===== src/rtl/priority_scan_encoder.sv =====
// Registers a request vector and emits the index of each set bit as one beat, in priority order.
// Latency 1 cycle to first beat; out_ready=0 freezes all state; in_ready is high only in IDLE.
module priority_scan_encoder #(
    parameter int             WIDTH     = 16,
    parameter int             OUT_W     = 8,
    parameter logic [OUT_W-1:0] NONE_CODE = 8'hF0,
    parameter bit             MSB_FIRST = 1'b1,
    localparam int            IDX_W     = $clog2(WIDTH),
    localparam int            CNT_W     = $clog2(WIDTH + 1)
) (
    input  logic             clk,
    input  logic             rst,
    input  logic             flush,
    input  logic             in_valid,
    output logic             in_ready,
    input  logic [WIDTH-1:0] in_vec,
    output logic             out_valid,
    input  logic             out_ready,
    output logic [OUT_W-1:0] out_code,
    output logic             out_none,
    output logic             out_last,
    output logic [CNT_W-1:0] out_seq
);

    typedef enum logic {S_IDLE, S_EMIT} state_t;

    state_t             r_state;
    logic [WIDTH-1:0]   r_pending;
    logic [CNT_W-1:0]   r_seq;
    logic               r_empty;

    state_t             w_state_nxt;
    logic [WIDTH-1:0]   w_pending_nxt;
    logic [CNT_W-1:0]   w_seq_nxt;
    logic               w_empty_nxt;

    logic [IDX_W-1:0]   w_idx;
    logic               w_single;
    logic               w_last;
    logic               w_emit;
    logic [WIDTH-1:0]   w_served_mask;

    // Later loop iterations win, so scan direction picks the priority end.
    always_comb begin
        w_idx = '0;
        if (MSB_FIRST) begin
            for (int i = 0; i < WIDTH; i++) begin
                if (r_pending[i]) w_idx = IDX_W'(i);
            end
        end else begin
            for (int i = WIDTH - 1; i >= 0; i--) begin
                if (r_pending[i]) w_idx = IDX_W'(i);
            end
        end
    end

    assign w_single      = (r_pending != '0) && ((r_pending & (r_pending - WIDTH'(1))) == '0);
    assign w_last        = r_empty || w_single;
    assign w_emit        = (r_state == S_EMIT);
    assign w_served_mask = WIDTH'(1) << w_idx;

    assign in_ready  = (r_state == S_IDLE);
    assign out_valid = w_emit;
    assign out_code  = !w_emit ? '0 : (r_empty ? NONE_CODE : OUT_W'(w_idx));
    assign out_none  = w_emit && r_empty;
    assign out_last  = w_emit && w_last;
    assign out_seq   = w_emit ? r_seq : '0;

    always_comb begin
        w_state_nxt   = r_state;
        w_pending_nxt = r_pending;
        w_seq_nxt     = r_seq;
        w_empty_nxt   = r_empty;
        case (r_state)
            S_IDLE: begin
                if (in_valid) begin
                    w_pending_nxt = in_vec;
                    w_empty_nxt   = (in_vec == '0);
                    w_seq_nxt     = '0;
                    w_state_nxt   = S_EMIT;
                end
            end
            S_EMIT: begin
                if (out_ready) begin
                    if (w_last) begin
                        w_state_nxt   = S_IDLE;
                        w_pending_nxt = '0;
                        w_seq_nxt     = '0;
                    end else begin
                        w_pending_nxt = r_pending & ~w_served_mask;
                        w_seq_nxt     = r_seq + CNT_W'(1);
                    end
                end
            end
            default: w_state_nxt = S_IDLE;
        endcase
        if (flush) begin
            w_state_nxt   = S_IDLE;
            w_pending_nxt = '0;
            w_seq_nxt     = '0;
            w_empty_nxt   = 1'b0;
        end
    end

    always_ff @(posedge clk) begin
        if (rst) begin
            r_state   <= S_IDLE;
            r_pending <= '0;
            r_seq     <= '0;
            r_empty   <= 1'b0;
        end else begin
            r_state   <= w_state_nxt;
            r_pending <= w_pending_nxt;
            r_seq     <= w_seq_nxt;
            r_empty   <= w_empty_nxt;
        end
    end

endmodule


===== config.mk =====
export PLATFORM = sky130hd
export DESIGN_NAME = priority_scan_encoder
export DESIGN_NICKNAME = d
export VERILOG_FILES = /design/src/rtl/priority_scan_encoder.sv
export SDC_FILE = /design/constraint.sdc
export NUM_CORES = 1
export LEC_CHECK = 0
export ABC_AREA = 1
export CAP_MARGIN = 20
export CORE_ASPECT_RATIO = 0.5
export CORE_MARGIN = 4
export CORE_UTILIZATION = 45
export DETAILED_ROUTE_END_ITERATION = 7
export GPL_TIMING_DRIVEN = 0
export PLACE_DENSITY = 0.75
export SLEW_MARGIN = 40
export SYNTH_ARGS = -nofsm -noshare
export SYNTH_HDL_FRONTEND = slang
export SYNTH_SLANG_ARGS = --single-unit

===== constraint.sdc =====
create_clock -name clk -period 1.6 [get_ports clk]
set_input_delay 0.32 -clock clk [delete_from_list [all_inputs] [get_ports clk]]
set_output_delay 0.32 -clock clk [all_outputs]
set_load 0.01 [all_outputs]

After elaboration in Yosys (flattened, before gate mapping)
Index checks and enable logic that the tools add are counted.
- flip-flop bits (word level): 23
- bits of input ports: 21
- output and inout port bits: 17
- logic and storage cells: 53
- $add $sub $neg: 2
- equal/unequal tests: 2
- shift-type cells: 1
- mux-type cells: 30
- bitwise gates (word level): 4
- reduce and logical (&&, ||, !) cells: 10
- operators by type and width (kind ; number):
    two-way mux 4 bit ; 13
    two-way mux 16 bit ; 3
    bitwise AND 16 bit ; 2
    zero test 16 bit ; 2
    one-hot mux 16 bit (2 select lines) ; 1
    two-way mux 5 bit ; 4
    two-way mux 8 bit ; 2
    inverter 16 bit ; 1
    nonzero test 16 bit ; 1
    left shift 1 x 4 -> 16 bit (first input constant) ; 1
    subtractor 16 x 1 -> 16 bit (second input constant) ; 1
    one-hot mux 5 bit (2 select lines) ; 1
    adder 5 x 1 -> 5 bit (second input constant) ; 1
    two-way mux 1 bit ; 4
    inequality test 2 bit (second input constant) ; 2
    AND reduction 2 bit ; 2
    logical AND 1 bit ; 3
    two-way mux 2 bit ; 1
    one-hot mux 1 bit (2 select lines) ; 1
    OR reduction 2 bit ; 1
    logical OR 1 bit ; 1
    inverter 1 bit ; 1

Logic depth before layout (Yosys ltp)
- word-level depth: 21
- depth in mapped cells: 18

Least setup slack after synthesis
OpenSTA, ideal clock, no wires.
- path type: register to output
- start: register r_pending[2]
- end: output out_last
- data arrival time: 1511 ps
- required time: 1280 ps
- path slack: -231 ps
- stages on the path, launching flop included: 13
- cells stage by stage: dfxtp_1 nor2_4 nand2_2 inv_2 nand3_2 nor2_2 nand2_1 nand2_1 nand4_1 nand3b_2 nand2_4 inv_6 nor2_1
- longest elaborated chain between the ends: 6
- elaborated cells between the ends (all ways): 7
- ends and longest elaborated chain (element ; RTL line ; RTL):
    from (decl) ; 28 ; logic [WIDTH-1:0] r_pending;
    from (signal assigned) ; 113 ; r_pending <= w_pending_nxt;
    subtractor 16 x 1 -> 16 bit ; 57 ; assign w_single = (r_pending != '0) && ((r_pending & (r_pending - WIDTH'(1))) == '0);
    bitwise AND 16 bit ; 57 ;
    zero test 16 bit ; 57 ;
    logical AND 1 bit (*) ; 57 ;
    logical OR 1 bit (*) ; 58 ; assign w_last = r_empty || w_single;
    logical AND 1 bit (*) ; 66 ; assign out_last = w_emit && w_last;
    to (decl) ; 21 ; output logic out_last,
Every way passes the cells marked *; elsewhere a longest branch is shown, timed or not.

Final worst setup path
- start: register r_pending[0]
- end: output out_last
Same word-level chain as after synthesis.

==> results.md <==
- Status: finished with violations
- Failing checks: negative setup slack
- Maxcap violations: 0
- Minimum clock period after layout: 2.26 ns
- Library cells used by synthesis: 36
- PortBufs: 37
- Syn nets: 289
- DRT antenna net count: 0
- Final Net Count: 360
- Total Wirelength: 5.65 mm
- Layout area overhead: 50.7%
- Vias in the first global route: 1,927
- Worst skew pair latency: 0.28 ns
- Die width: 95.1 um
- Final hold violation count: 0
- Worst-path cell chain: nor2_4, nand2_2, inv_2, buf_6, nand3_4, nand2_1, o21ai_2, nor3_2, nand3b_4, nand2_8, inv_8, nor2_4, buf_6
- CTS tree: built
- Primary FF master, synth: dfxtp_1
- Filler cell count: 284
- Routed vias/inst: 5.45
- Flops & latches, synth: 23
- H-tree depth: 1
- Via count: 2,115
- Pwr Total: 0.00187 W
- First-pass iteration count of the detailed router: 4
- Worst EP arrival: 1.94 ns
- All-Layer GR Usage: 23.9%
- Die Y-Extent: 51.5 um
- Async S/R FF share, synth: 0%
- CP required: 1.28 ns
- Largest net degree at the start of global routing: 15
- Placed Cells: 355
- Clock sink total: 23
- Seq pwr share: 33.9%
- CP Class: reg -> out
- Gate power share: 45.3%
- Ports: 38
- Core area: 3530 um2
- Slew @ Worst Pin: 0.384 ns
- DR iter-0 viols: 163
- Routed WL per cell: 14.6 um
- Post-synth EDFFs: 0
- CP startpoint kind: register
- Unrepaired setup endpoints after global routing: true
- Reg2Reg Setup Slack: -0.52 ns
- Slowest stage cell, crit path: dfxtp_4
- Mapped Cells: 267
- Routability cong.: 0.950
- CP delay by family, top: simple AND/OR/NAND/NOR gates
- Yosys warning count: 0
- CP bufs+invs: 4
- Switching Share: 37.9%
- GR Overflow Total: 0
- Hold Path Depth: 2
- Slew Viols, Final: 0
- Most frequent cells in the layout: 38 x nand2_1, 34 x o21ai_0, 29 x inv_1
- Pwr dens: 726 nW/um2
- Achievable frequency: 443 MHz
- Hold Path Class: reg -> reg
- Pleak: 1.11 nW
- Slew HR: 74.4%
- N_diodes: 0
- Placement Rows: 15
- Avg Inst Size Synth: 6.39 um2
- Area of the die: 4900 um2
- Hold Path Origin: r_empty
- R2R cell count: 17
- Setup violations, final: 27
- First-pass GRT wire length: 9.16 mm
- HPWL after DPL: 3.90 mm
- Final setup margin: -0.655 ns
- Critical path capture point type: output pin
- Layout cell share with drive strength beyond 1: 35.3%
- Crit Reg-Reg Startpoint: r_pending[0]
- Num CTS Buffers: 3
- Commonest non-fill, non-tap cell in the layout: nand2_1
- NetSw: 0.000708 W
- Worst r2r dst: r_pending[3]
- Root buffer cell: clkbuf_8
- Post-Syn Area: 1710 um2
- Crit Path Max Fanout: 4
- Initial Util: 48.3%
- CP peak stage delay: 0.37 ns
- Finished Layout Cells: 388
- # hold bufs at CTS: 0
- Residual DRC: 0
- Initial antenna violation count: 0
- Clock share of power: 20.8%
- Final period utilization: 141%
- Clk buf depth: 2
- Peak VDD IR: 0.393 mV
- Worst Hold End: r_empty
- Seq/Total Area, Yosys: 27.0%
- Power Internal: 0.00116 W
- Clk slew on worst S/H paths: 0.09 ns
- Clk_skew: 0.00761 ns
metal layers:
metal / track usage, % / share of wire (%) / up-vias
li1: - / - / 1037
met1: 32.6 / 44 / 982
met2: 39.9 / 47 / 83
met3: 4.62 / 6.7 / 13
met4: 3.83 / 2.1 / 0
met5: 0 / 0 / -
how the worst max path moves through the flow:
stage / from / to / slack [ns] / cells past startpoint
finish: r_pending[0] / out_last / -0.66 / 13
global route: r_pending[2] / out_last / -0.75 / 14
CTS: r_pending[1] / out_last / -0.67 / 12
detailed placement: r_pending[10] / out_last / -0.82 / 11
global placement: r_pending[7] / out_last / -0.81 / 12
floorplan: r_pending[0] / out_last / -0.15 / 11
logic make-up after synthesis:
| logic type | after synthesis | share of synthesized area, % |
|---|---|---|
| AND/OR/NAND/NOR | 120 | 36.0 |
| AO/OA/AOI/OAI | 73 | 23.7 |
| buffers and inverters | 50 | 12.6 |
| flip-flops | 23 | 27.0 |
| adder cells (fa/ha/maj) | 1 | 0.734 |
registers in the layout (all words and copies together) (netlist names):
name       count
r_seq          5
r_empty        1
out_valid      1
r_pending     16
tightest hold or removal path, stage by stage (launching register included):
cell and delay, ns:
dfxtp_2 0.36, nand2_1 0.07, a21oi_1 0.06
synthesized netlist by cell type, types with 4 or more instances:
cell type   n  area (um2)
a21oi_1    25         125
buf_4       4        30.0
clkbuf_1    5        18.8
dfxtp_1    23         460
inv_1      36         135
nand2_1    44         165
nand3_1    22         110
nand4_1     9        56.3
nor2_1     22        82.6
nor2_2      4        25.0
o21ai_0    34         170
power by group through the flow:
stage / combinational, W / clock [W] / sequential, W
CTS: 0.000711 / 0.000384 / 0.000629
detailed placement: 0.000550 / 0 / 0.000643
finish: 0.000845 / 0.000388 / 0.000632
global placement: 0.000540 / 0 / 0.000642
floorplan: 0.000388 / 0 / 0.000632
global route: 0.000912 / 0.000414 / 0.000636
final cells by class:
cell class	instances	area (um2)	area share, %
clock buffer	3	41.3	1.61
multi-input combinational	194	1170	45.4
buffer	10	61.3	2.39
sequential	23	492	19.1
timing repair buffer	66	573	22.3
inverter	40	164	6.38
clock inverter	1	7.51	0.292
tap	51	63.8	2.48
per-stage QoR:
stage	instance area, um2	hold WS, ns	setup WS (ns)	TNS, ns	util (%)
2_1_floorplan	1730	0.456	-0.153	-0.182	-
3_5_place_dp	2160	0.491	-0.820	-9.99	61.2
4_1_cts	2410	0.511	-0.670	-9.24	68.4
3_3_place_gp	2160	0.476	-0.814	-9.18	61.2
6_report	2570	0.515	-0.655	-10.82	72.8
5_1_grt	2570	0.541	-0.746	-14.23	72.8
repair_timing:
| item | 4_1_cts | 5_1_grt |
|---|---|---|
| pin swaps | 19 | 25 |
| gates resized for setup | 67 | 43 |
| cloned | 0 | 0 |
| buffers inserted | 17 | 14 |
| endpoints found under the setup margin | 37 | 37 |
Note: power is estimated with default switching activity, not from simulation.
